==> config.mk <==
export PLATFORM = sky130hd
export DESIGN_NAME = updown_mod_counter
export DESIGN_NICKNAME = d
export VERILOG_FILES = /design/src/rtl/updown_mod_counter.sv
export SDC_FILE = /design/constraint.sdc
export NUM_CORES = 1
export LEC_CHECK = 0
export CAP_MARGIN = 5
export CORE_AREA = 2 2 39 41
export CTS_CLUSTER_DIAMETER = 50
export CTS_CLUSTER_SIZE = 24
export DETAILED_ROUTE_END_ITERATION = 12
export DIE_AREA = 0 0 41 43
export PLACE_DENSITY = 0.68
export SKIP_CTS_REPAIR_TIMING = 1
export SLEW_MARGIN = 20
export SYNTH_ARGS = -nofsm -noshare
export SYNTH_HDL_FRONTEND = slang
export SYNTH_SLANG_ARGS = --single-unit
==> constraint.sdc <==
create_clock -name clk -period 2.1 [get_ports clk]
set_clock_uncertainty 0.05 [all_clocks]
set_input_delay 0.63 -clock clk [delete_from_list [all_inputs] [get_ports clk]]
set_output_delay 0.63 -clock clk [all_outputs]
set_load 0.005 [all_outputs]
==> src/rtl/updown_mod_counter.sv <==
// -----------------------------------------------------------------------------
// updown_mod_counter : prescaled up/down modulo counter, wrap or saturate mode
// Revision: 1.0
// -----------------------------------------------------------------------------
`default_nettype none

module updown_mod_counter #(
  parameter int               WIDTH    = 4,
  parameter logic [WIDTH-1:0] MOD_MAX  = {WIDTH{1'b1}},
  parameter int               SATURATE = 0,
  parameter int               PRESCALE = 1
) (
  input  logic             clk,
  input  logic             rst,
  input  logic             en,
  input  logic             up,
  input  logic             clear,
  input  logic             load,
  input  logic [WIDTH-1:0] load_val,
  output logic [WIDTH-1:0] dout,
  output logic             tc,
  output logic             wrap,
  output logic             sat
);

  localparam int              PS_W      = (PRESCALE > 1) ? $clog2(PRESCALE) : 1;
  localparam logic [PS_W-1:0] C_PS_LAST = PS_W'(PRESCALE - 1);

  logic [WIDTH-1:0] cnt_q, cnt_d;
  logic [PS_W-1:0]  psc_q, psc_d;
  logic             wrap_q, wrap_d;
  logic             sat_q, sat_d;
  logic             w_tc;

  // Terminal count doubles as the "at limit for this direction" condition.
  assign w_tc = up ? (cnt_q == MOD_MAX) : (cnt_q == '0);

  always_comb begin
    cnt_d  = cnt_q;
    psc_d  = psc_q;
    wrap_d = 1'b0;
    sat_d  = 1'b0;
    if (clear) begin
      cnt_d = '0;
      psc_d = '0;
    end else if (load) begin
      cnt_d = (load_val > MOD_MAX) ? MOD_MAX : load_val;
      psc_d = '0;
    end else if (en) begin
      if (psc_q == C_PS_LAST) begin
        psc_d = '0;
        if (!w_tc) begin
          cnt_d = up ? (cnt_q + WIDTH'(1)) : (cnt_q - WIDTH'(1));
        end else if (SATURATE != 0) begin
          sat_d = 1'b1;
        end else begin
          cnt_d  = up ? '0 : MOD_MAX;
          wrap_d = 1'b1;
        end
      end else begin
        psc_d = psc_q + PS_W'(1);
      end
    end
  end

  always_ff @(posedge clk) begin
    if (rst) begin
      cnt_q  <= '0;
      psc_q  <= '0;
      wrap_q <= 1'b0;
      sat_q  <= 1'b0;
    end else begin
      cnt_q  <= cnt_d;
      psc_q  <= psc_d;
      wrap_q <= wrap_d;
      sat_q  <= sat_d;
    end
  end

  assign dout = cnt_q;
  assign tc   = w_tc;
  assign wrap = wrap_q;
  assign sat  = sat_q;

endmodule

`default_nettype wire

==> impl_metrics.py, run 1 <==
metrics = {
    "status": {
        "status": "finished with violations",
        "failed_checks": "setup timing",
    },
    "place": {
        "placed_area_sq_um": 633.1,
        "hpwl_um": 757.5,
        "port_buffers": 15,
        "pre_cts_ws_ns": -0.7277,
        "gp_routability_congestion": 0.7591,
    },
    "global_route": {
        "grt.overflow.total": 0,
        "antenna_found_initial": 0,
        "grt_pass1_wl_mm": 1.531,
        "grt_pass1_vias": 365,
        "globalRouteTotalUtil_pct": 12.76,
        "grt_start_max_net_pins": 8,
    },
    "clocking": {
        "clock-sinks": 5,
        "clock_path_buffers": 2,
        "clk_transition_reported_paths_ns": 0.05,
        "clk_latency_ns": 0.25,
        "cts-root-buf": "clkbuf_4",
        "h-tree-depth": 1,
        "cts_buffers": 3,
        "tritoncts": "done",
    },
    "setup_path": {
        "critPathKind": "in2out",
        "path_max_fanout": 2,
        "cp.required_ns": 1.42,
        "start_kind": "input port",
        "endpoint_kind": "output pin",
        "worst_ep_arrival_time_ns": 1.43,
    },
    "synth": {
        "syn_avg_cell_area_sq_um": 8.997,
        "yosysWarningCount": 0,
        "synthCells": 42,
        "synth_flop_cell": "dfxtp_1",
        "synth_edf_count": 0,
        "synth.distinct_cells": 24,
        "synth_nets": 55,
        "ys_async_sr_fraction_pct": 0,
        "ys_seq_area_share_pct": 26.49,
        "synth-seq-cells": 5,
        "syn-cell-area_sq_um": 377.9,
    },
    "timing": {
        "drv_slew": 0,
        "min_period_over_period_pct": 100.2,
        "setup_viol_count_final": 1,
        "max_freq_mhz": 475.0,
        "setup_slack_ns": -0.005229,
        "rsz0062_at_grt": "yes",
        "final.min_clock_period_ns": 2.105,
        "hold_violations": 0,
    },
    "drt": {
        "drc": 0,
        "wl_met2_um": 444,
        "top_layer": "met4",
        "drtAntennaViolNets": 0,
        "avgViaCountPerCell": 4.682,
        "drt_pass1_iterations": 4,
        "drt_iter0_markers": 6,
        "routed-via-count": 412,
        "wl_per_cell_um": 10.99,
        "wl_met1_um": 449,
        "wl_met3_um": 61,
        "wl_um": 967,
    },
    "die": {
        "die_area_sq_um": 1763,
        "rows": 14,
        "die_y_um": 43,
        "ios": 17,
        "core_sq_um": 1384,
        "dieWidth_um": 41,
        "initial_core_util_pct": 27.31,
    },
    "power": {
        "p_seq_share_pct": 31.4,
        "p_int_mw": 0.2336,
        "swShare_pct": 28.19,
        "p_per_area_nw_per_um2": 495.1,
        "power_leakage_nw": 0.2946,
        "vdd_drop_max_mv": 0.2272,
        "p_clk_share_pct": 36.1,
        "comb_power_share_pct": 32.5,
        "p_sw_mw": 0.09168,
    },
    "cells_and_area": {
        "mostFrequentLayoutCells": "clkdlybuf4s50_1, buf_4, a21oi_1",
        "final_area_sq_um": 656.9,
        "antenna_cells": 0,
        "nNetsFinal": 86,
        "synthToLayoutAreaGrowth_pct": 73.84,
        "drive_above_1_share_pct": 33.33,
        "post-route-util_pct": 47.47,
    },
    "hold_path": {
        "hp-class": "reg2reg",
    },
    "run": {
        "maxCapViolCount": 0,
    },
}
## cell type report
class | instances | area [sq um]
fillers | 132 | 726.9
multi-input cells | 33 | 257.7
repair buffers | 28 | 244.0
flip-flops and latches | 5 | 100.1
clock buffers | 3 | 22.52
well taps | 16 | 20.02
inverters | 2 | 7.507
clock inverters | 1 | 5.005
## synth_stat cells, drive strengths merged, types with 2 or more instances
master  instances  area share (%)
nor3b           3             6.0
ha              2             6.6
inv             2             2.0
nor2            2             2.6
buf             2             3.3
a21oi           7             9.3
xnor2           3             7.0
dfxtp           5              26
o32ai           2             4.6
nor3            3             5.3
## flip-flops by register name (all words and copies together), names as in the netlist
register  count
dout          4
wrap          1
## per-stage QoR
step	TNS (ns)	hold WS, ns	std cells	total power, mW
2_1_floorplan	0	0.6337	42	0.1513
3_3_place_gp	-1.642	0.6121	84	0.2106
3_5_place_dp	-1.691	0.6250	84	0.2119
4_1_cts	-0.9619	0.6359	88	0.3308
5_1_grt	-0.04407	0.6713	88	0.3441
6_report	-0.005229	0.6373	88	0.3252
## path summary, 6_finish.rpt
kind / startpoint / end / slack, ns / cells after the start
worst min-delay path: dout[3] / wrap / 0.64 / 3
worst min register to register: dout[3] / wrap / 0.64 / 3
worst max register to register: dout[1] / dout[3] / 0.42 / 6
worst max-delay path: up / tc / -0.005 / 4
## kinds of logic (layout without fill, tap and decap cells)
logic type,after synthesis,count (layout),share of synthesized area (%)
DFF,5,5,26.49
adders and majority gates,3,3,11.92
other,1,1,0.9924
and+or+nand+nor,13,13,25.17
AOI/OAI and AO/OA,12,12,20.86
xor gates and xnor gates,4,4,9.273
buffers and inverters,4,34,5.298
## worst max-delay path: stages
cell and delay [ns]:
buf_6 0.09, or4_4 0.42, o21ai_2 0.16, buf_2 0.13
## power by group through the flow
stage | Sequential [mW] | Clock (mW) | Combinational (mW)
CTS | 0.102 | 0.121 | 0.108
global route | 0.102 | 0.126 | 0.116
finish | 0.102 | 0.117 | 0.106
detailed placement | 0.104 | 0 | 0.108
floorplan | 0.108 | 0 | 0.0429
global placement | 0.104 | 0 | 0.107
## routing by layer
metal	vias up	global-route usage, %
met2	12	18.75
met3	2	4.712
met5	-	0
li1	214	-
met4	0	4.667
met1	184	16.45
Note: power is estimated with default switching activity, not from simulation.
==> run 2: changes to the inputs <==
--- a/config.mk
+++ b/config.mk
@@ -11,7 +11,9 @@
 export CTS_CLUSTER_SIZE = 24
 export DETAILED_ROUTE_END_ITERATION = 12
 export DIE_AREA = 0 0 41 43
+export GPL_TIMING_DRIVEN = 0
 export PLACE_DENSITY = 0.68
+export SETUP_SLACK_MARGIN = 0.4
 export SKIP_CTS_REPAIR_TIMING = 1
 export SLEW_MARGIN = 20
 export SYNTH_ARGS = -nofsm -noshare
==> run 2 against run 1 <==
Effect of this change:
- the run still ends with setup timing left
- largest cell class unchanged
- hold slack lost 0.012 ns
- sequential power about the same
- total power shrank 4.3%
- highest routed layer is now met3
- critical path type unchanged
==> impl_metrics.py, run 2 (synthesis gave the netlist of run 1 again) <==
metrics = {
    "die": {
        "die_area_sq_um": 1763,
        "ios": 17,
        "initial_core_util_pct": 27.31,
        "core_sq_um": 1384,
        "dieWidth_um": 41,
        "rows": 14,
        "die_y_um": 43,
    },
    "drt": {
        "drtAntennaViolNets": 0,
        "wl_um": 923,
        "avgViaCountPerCell": 4.841,
        "wl_per_cell_um": 11.26,
        "drt_iter0_markers": 7,
        "routed-via-count": 397,
        "drc": 0,
        "drt_pass1_iterations": 3,
    },
    "cells_and_area": {
        "post-route-util_pct": 48.37,
        "largest_reg_flops": 4,
        "drive_above_1_share_pct": 39.39,
        "fillers": 140,
        "synthToLayoutAreaGrowth_pct": 77.15,
        "mostFrequentLayoutCells": "dlymetal6s2s_1, a21oi_1, buf_4",
        "final_common_cell": "dlymetal6s2s_1",
        "layout.cells.non_filler": 82,
        "nNetsFinal": 80,
        "antenna_cells": 0,
    },
    "timing": {
        "rsz0062_at_grt": "yes",
        "setup_viol_count_final": 1,
        "min_period_over_period_pct": 105.5,
        "drv_slew": 0,
        "max_freq_mhz": 451.3,
        "final.min_clock_period_ns": 2.216,
        "setup_slack_ns": -0.1160,
        "hold_violations": 0,
    },
    "place": {
        "gp_routability_congestion": 0.7556,
        "port_buffers": 14,
        "place_inst": 72,
        "hpwl_um": 654.7,
    },
    "clocking": {
        "tritoncts": "done",
        "h-tree-depth": 1,
        "clock_path_buffers": 2,
        "clock-sinks": 5,
        "cts-root-buf": "clkbuf_4",
        "clk_latency_ns": 0.24,
        "clk_transition_reported_paths_ns": 0.04,
        "cts_buffers": 3,
    },
    "setup_path": {
        "crit_chain": "buf_8 -> or4_4 -> o21ai_2 -> buf_2",
        "r2r_slack_ns": 0.61,
        "cp_slowest_cell": "or4_4",
        "crit_family": "simple AND/OR/NAND/NOR gates",
        "critical_path_buf_inv_count": 2,
        "path_max_fanout": 3,
        "critPathKind": "in2out",
        "cp.required_ns": 1.42,
        "endpoint_kind": "output pin",
        "worst_ep_arrival_time_ns": 1.54,
        "start_kind": "input port",
        "crit_path_max_incr_delay_ns": 0.53,
    },
    "run": {
        "maxCapViolCount": 0,
    },
    "global_route": {
        "grt_use_met3_pct": 6.283,
        "grt_start_max_net_pins": 10,
        "grt.overflow.total": 0,
        "grt_pass1_wl_mm": 1.442,
        "use_met2_pct": 18.13,
        "antenna_found_initial": 0,
        "grt_most_used_layer": "met2",
        "grtUsageMet1_pct": 14.61,
        "globalRouteTotalUtil_pct": 12.79,
        "grt_pass1_vias": 346,
    },
    "hold_path": {
        "hp-class": "in2reg",
    },
    "power": {
        "power_leakage_nw": 0.3788,
        "p_per_area_nw_per_um2": 464.9,
        "vdd_drop_max_mv": 0.2000,
    },
    "status": {
        "status": "finished with violations",
        "failed_checks": "setup timing",
    },
}
## run 2: routing by layer
| layer | part of all wire, % | routed length [um] |
|---|---|---|
| met2 | 51 | 469 |
| met3 | 4.3 | 40 |
| met4 | 0 | 0 |
| met1 | 45 | 413 |
| met5 | 0 | 0 |
## run 2: through the flow
step                power [mW]  worst slack [ns]  TNS (ns)  area [sq um]  hold WS, ns
floorplan               0.1542            0.2101         0         394.1       0.6337
global placement        0.1933           -0.8216    -1.276         554.3       0.7061
detailed placement      0.1942           -0.8270    -1.326         554.3       0.7097
CTS                     0.3101           -0.8240   -0.8240         580.6       0.7009
global route            0.3359           -0.1473   -0.1473         669.4       0.6121
finish                  0.3112           -0.1160   -0.1160         669.4       0.6252
## run 2: path summary, 6_finish.rpt
check,cells past startpoint,from,end
setup reg to reg,5,dout[1],dout[3]
hold reg to reg,3,dout[1],dout[1]
setup / recovery,4,up,tc
hold / removal,2,rst,dout[0]
## run 2: area by class of cell
type | count | area, sq um | share of cell area [%]
multi-input combinational | 33 | 276.5 | 41.31
tap | 16 | 20.02 | 2.991
clock buffer | 4 | 26.28 | 3.925
buffer | 2 | 12.51 | 1.869
timing repair buffer | 20 | 209.0 | 31.21
sequential | 5 | 115.1 | 17.20
inverter | 2 | 10.01 | 1.495
## run 2: where the power goes
group	switching (mW)	internal, mW
Combinational	0.0377	0.0571
Clock	0.0400	0.0719
Sequential	0.00638	0.0982
==> run 3: changes to the inputs <==
--- a/config.mk
+++ b/config.mk
@@ -15,7 +15,6 @@
 export PLACE_DENSITY = 0.68
 export SETUP_SLACK_MARGIN = 0.4
 export SKIP_CTS_REPAIR_TIMING = 1
-export SLEW_MARGIN = 20
 export SYNTH_ARGS = -nofsm -noshare
 export SYNTH_HDL_FRONTEND = slang
 export SYNTH_SLANG_ARGS = --single-unit
==> results of run 3 <==
The final DEF is identical to that of run 2; final timing and power are the same.
